File: src/rtl/alu_arbiter.sv
// Round-robin arbiter/sequencer sharing one combinational ALU among N_REQ requesters.
// Optional op code legality check: define ALU_ARB_OPCODE_CHECK_EN.
module alu_arbiter #(
  parameter int NB_DATA    = 8,
  parameter int NB_OP_CODE = 6,
  parameter int N_REQ      = 4,
  parameter int NB_ID      = $clog2(N_REQ)
) (
  input  logic                       i_clk,
  input  logic                       i_rst_n,
  input  logic [N_REQ-1:0]           i_req_valid,
  output logic [N_REQ-1:0]           o_req_ready,
  input  logic [N_REQ*NB_DATA-1:0]   i_req_data_a,
  input  logic [N_REQ*NB_DATA-1:0]   i_req_data_b,
  input  logic [N_REQ*NB_OP_CODE-1:0] i_req_op_code,
  output logic [NB_DATA-1:0]         o_alu_data_a,
  output logic [NB_DATA-1:0]         o_alu_data_b,
  output logic [NB_OP_CODE-1:0]      o_alu_op_code,
  input  logic [NB_DATA-1:0]         i_alu_result,
  input  logic                       i_alu_zero,
  input  logic                       i_alu_carry,
  output logic                       o_rsp_valid,
  input  logic                       i_rsp_ready,
  output logic [NB_ID-1:0]           o_rsp_id,
  output logic [NB_DATA-1:0]         o_rsp_result,
  output logic                       o_rsp_zero,
  output logic                       o_rsp_carry,
  output logic                       o_rsp_err
);

  typedef enum logic [1:0] {IDLE, EXEC, RESP} state_t;

  state_t            state;
  logic [NB_ID-1:0]  last_grant;
  logic [NB_ID-1:0]  win_id;
  logic [NB_ID-1:0]  op_id;
  logic              win_found;
  logic [N_REQ-1:0]  rot;
  int unsigned       idx;
  logic              op_illegal;

  // Search starts one past the last grant and wraps; first valid requester wins.
  always_comb begin
    win_found = 1'b0;
    win_id    = '0;
    rot       = '0;
    idx       = 0;
    for (int unsigned i = 1; i <= N_REQ; i++) begin
      idx = (32'(last_grant) + i) % N_REQ;
      rot = i_req_valid >> idx;
      if (!win_found && rot[0]) begin
        win_found = 1'b1;
        win_id    = NB_ID'(idx);
      end
    end
  end

  always_comb begin
    o_req_ready = '0;
    if (i_rst_n && state == IDLE && win_found)
      o_req_ready = N_REQ'(1) << win_id;
  end

`ifdef ALU_ARB_OPCODE_CHECK_EN
  always_comb begin
    case (o_alu_op_code)
      NB_OP_CODE'(6'b100000), NB_OP_CODE'(6'b100010), NB_OP_CODE'(6'b100100),
      NB_OP_CODE'(6'b100101), NB_OP_CODE'(6'b100110), NB_OP_CODE'(6'b000011),
      NB_OP_CODE'(6'b000010), NB_OP_CODE'(6'b100111): op_illegal = 1'b0;
      default:                                        op_illegal = 1'b1;
    endcase
  end
`else
  assign op_illegal = 1'b0;
`endif

  always_ff @(posedge i_clk or negedge i_rst_n) begin
    if (!i_rst_n) begin
      state         <= IDLE;
      last_grant    <= NB_ID'(N_REQ - 1);
      op_id         <= '0;
      o_alu_data_a  <= '0;
      o_alu_data_b  <= '0;
      o_alu_op_code <= '0;
      o_rsp_valid   <= 1'b0;
      o_rsp_id      <= '0;
      o_rsp_result  <= '0;
      o_rsp_zero    <= 1'b0;
      o_rsp_carry   <= 1'b0;
      o_rsp_err     <= 1'b0;
    end else begin
      case (state)
        IDLE: begin
          if (win_found) begin
            o_alu_data_a  <= NB_DATA'(i_req_data_a >> (32'(win_id) * NB_DATA));
            o_alu_data_b  <= NB_DATA'(i_req_data_b >> (32'(win_id) * NB_DATA));
            o_alu_op_code <= NB_OP_CODE'(i_req_op_code >> (32'(win_id) * NB_OP_CODE));
            op_id         <= win_id;
            last_grant    <= win_id;
            state         <= EXEC;
          end
        end
        EXEC: begin
          o_rsp_valid <= 1'b1;
          o_rsp_id    <= op_id;
          o_rsp_err   <= op_illegal;
          if (op_illegal) begin
            o_rsp_result <= '0;
            o_rsp_zero   <= 1'b0;
            o_rsp_carry  <= 1'b0;
          end else begin
            o_rsp_result <= i_alu_result;
            o_rsp_zero   <= i_alu_zero;
            o_rsp_carry  <= i_alu_carry;
          end
          state <= RESP;
        end
        RESP: begin
          if (i_rsp_ready) begin
            o_rsp_valid <= 1'b0;
            state       <= IDLE;
          end
        end
        default: state <= IDLE;
      endcase
    end
  end

endmodule

File: config.mk
export PLATFORM = sky130hd
export DESIGN_NAME = alu_arbiter
export DESIGN_NICKNAME = d
export VERILOG_FILES = /design/src/rtl/alu_arbiter.sv
export SDC_FILE = /design/constraint.sdc
export NUM_CORES = 1
export LEC_CHECK = 0
export ABC_AREA = 1
export BUFFER_PORTS_ARGS = -buffer_cell sky130_fd_sc_hd__buf_2
export CAP_MARGIN = 10
export CORE_AREA = 8 8 87 89
export DETAILED_ROUTE_END_ITERATION = 12
export DIE_AREA = 0 0 95 97
export PLACE_DENSITY = 0.82
export SYNTH_ARGS = -nofsm -noshare
export SYNTH_HDL_FRONTEND = slang
export SYNTH_SLANG_ARGS = --single-unit
File: constraint.sdc
create_clock -name i_clk -period 2.55 [get_ports i_clk]
set_input_delay 0.1275 -clock i_clk [delete_from_list [all_inputs] [get_ports i_clk]]
set_output_delay 0.1275 -clock i_clk [all_outputs]
set_load 0.005 [all_outputs]
==> key figures <==
Finish
  – Design area: 0.00363 sq mm
  – Synth-to-layout area growth: 32.6%
  – N_diodes: 0
  – Nets: 690
  – Share of layout cells above drive strength 1: 32.8%

Global route
  – Largest net degree at the start of global routing: 45
  – Global-route wire length before repair: 15,300 microns
  – Number of global-route vias before repair: 3,356
  – Initial antenna violation count: 0
  – Grt ovf: 0
  – GRT Util Overall: 20.2%

Worst hold path
  – HP Class: input pin to register

Yosys
  – Syn nets: 549
  – Netlist Area Pre-Place: 0.00274 sq mm
  – Synthesis-stage register bit count: 41
  – Post-synthesis sequential area ratio: 37.6%
  – Most common cell in the netlist: nand2_1
  – Asr flop ratio synth: 100%
  – Post-synth cell types: 22
  – Synth top area share: 38.2%
  – Post-synth top flop: dfrtp_1
  – Average size of a mapped cell: 6.16 sq um
  – Post-synth top cells: 278 x nand2_1, 51 x nand3_1, 39 x dfrtp_1
  – Yosys warning count: 0
  – Dominant cells by area after synthesis: nand2_1 38%, dfrtp_1 36%, nand3_1 9.3%
  – Post-Synthesis Cells: 444
  – Post-synth EDFFs: 0
  – Area leader, netlist: nand2_1

STA
  – Pins Over Slew Limit: 0
  – Period utilization: 91.0%
  – Clk_skew: 0.00679 ns
  – Tightest Pin Transition: 0.733 ns
  – Final-report hold violation count: 0
  – Max Fclk: 431 MHz
  – Period minus WS final: 2.32 ns
  – # setup viols final: 0
  – Relative slew slack: 51.0%
  – Hold slack: 0.0288 ns

Placed design
  – HPWL Detailed: 7040 microns
  – Placed instance area: 0.00347 sq mm
  – RePlAce Congestion: 0.814
  – Port Buffers: 143

Setup path
  – Crit Path Max Fanout: 9
  – CP required: 2.42 ns
  – Worst Setup Start Kind: register
  – R2R Setup Slk: 0.26 ns
  – Critical Path AT: 2.19 ns
  – Critical path capture point type: primary output
  – Worst setup path class: register to primary output

Drt
  – Post-detailed-route wirelength per cell: 13.7 microns
  – Vias after detailed routing: 3,282
  – DRT antenna net count: 0
  – Initial DRC count: 182
  – Final WL: 9110 microns
  – DRC: 0
  – Via-to-Cell Ratio: 4.95
  – DR pass1 iterations: 5

Clock network
  – Clock tree sinks: 41
  – Number of buffers created by CTS: 5
  – Clock Tree Root: clkbuf_8
  – Worst-Skew Late Latency: 0.29 ns
  – Htree depth: 2
  – Clock transition at the registers of the reported paths: 0.08 ns
  – CTS tree: done
  – Clock Tree Buf Depth: 2

Floorplan
  – Boundary pin count: 145
  – Core area: 0.00620 sq mm
  – Num rows: 29
  – DIE AREA: 0.00922 sq mm
  – Die height: 97 microns
  – Die Wd: 95 microns
  – Starting Density: 44.1%

Power and ir drop
  – Static leakage: 2.28 nW
  – Maximum vdd drop: 0.00160 V
  – Power per cell area: 1620 mW/mm^2

Run
  – Max cap viols: 0

Outcome
  – Status: complete, no violations
## report_power, final
part           internal, mW  switching (mW)  total (mW)
registers             0.996           0.180        1.18
logic                  1.52            2.78        4.30
clock network         0.189           0.228       0.417
## path summary, 6_finish.rpt
path | start | endpoint | cells past startpoint
worst max register to register | last_grant[0] | o_alu_op_code[4] | 17
min in group asynchronous | i_rst_n | o_alu_data_a[5] | 3
max in group asynchronous | i_rst_n | last_grant[1] | 3
worst min-delay path | i_alu_result[2] | o_rsp_result[2] | 3
worst max-delay path | last_grant[0] | o_req_ready[0] | 12
worst min register to register | o_rsp_result[0] | o_rsp_result[0] | 2
## worst max-delay path: stages, from the launching register on
cell and delay, ns:
dfstp_2 0.59, inv_2 0.11, nand2_1 0.10, nand2_1 0.07
nand2_1 0.06, nand2_1 0.08, nor2_2 0.12, nand3_1 0.11
nand2_1 0.15, clkinvlp_4 0.16, nand2_1 0.14, nor3_1 0.07
buf_2 0.13
## stage by stage
stage               instances  util (%)  power, mW  TNS [ns]  worst slack [ns]
finish                    663      58.5       5.89         0             0.231
global placement          648      55.9       5.17         0             0.346
floorplan                 444         -       4.31         0             0.599
CTS                       657      57.6       5.75         0           0.00227
detailed placement        648      55.9       5.31         0             0.269
global route              663      58.5       6.61   -0.0101          -0.00440
## cell usage in the layout, fill, tap and decap left out, types with 3 or more instances in the layout
cell type,n
buf_2,143
nand2_1,278
inv_1,8
nor2_1,4
nand3_1,51
buf_4,12
buf_6,3
clkbuf_8,5
o21ai_0,8
nand2_2,16
dfrtp_1,39
## cell type report
cell class	count	area, sq um
fill	585	2580
multi-input combinational	367	1520
sequential	41	1030
clock inverter	3	17.5
timing repair buffer	159	850
tap	77	96.3
inverter	11	45.0
clock buffer	5	68.8
## repair_timing
action	4_1_cts	5_1_grt
hold endpoints to repair	39	0
hold buffers	1	0
endpoints found under the setup margin	2	13
resized for setup	1	3
buffers inserted	0	6
cloned	0	0
## kinds of logic after synthesis
family	count (synthesis)	synth area share (%)
other	1	0.137
AOI/OAI and AO/OA	11	2.20
and+or+nand+nor	355	53.3
DFF	41	37.6
buffers and inverters	36	6.77
## metal layers
metal | track usage (%) | share of wire, % | vias to the layer above
li1 | - | - | 1647
met1 | 23.0 | 40 | 1481
met2 | 35.0 | 51 | 127
met3 | 4.17 | 5.7 | 27
met4 | 9.01 | 3.2 | 0
met5 | 0 | 0 | -
## registers in the layout, indices dropped and copies added, names as in the netlist
signal	count
last_grant	2
o_alu_data_a	8
o_alu_data_b	8
o_alu_op_code	6
o_rsp_carry	1
o_rsp_id	2
o_rsp_result	8
o_rsp_valid	1
o_rsp_zero	1
op_id	2
state	2
Power figures use the tool's default switching activity.
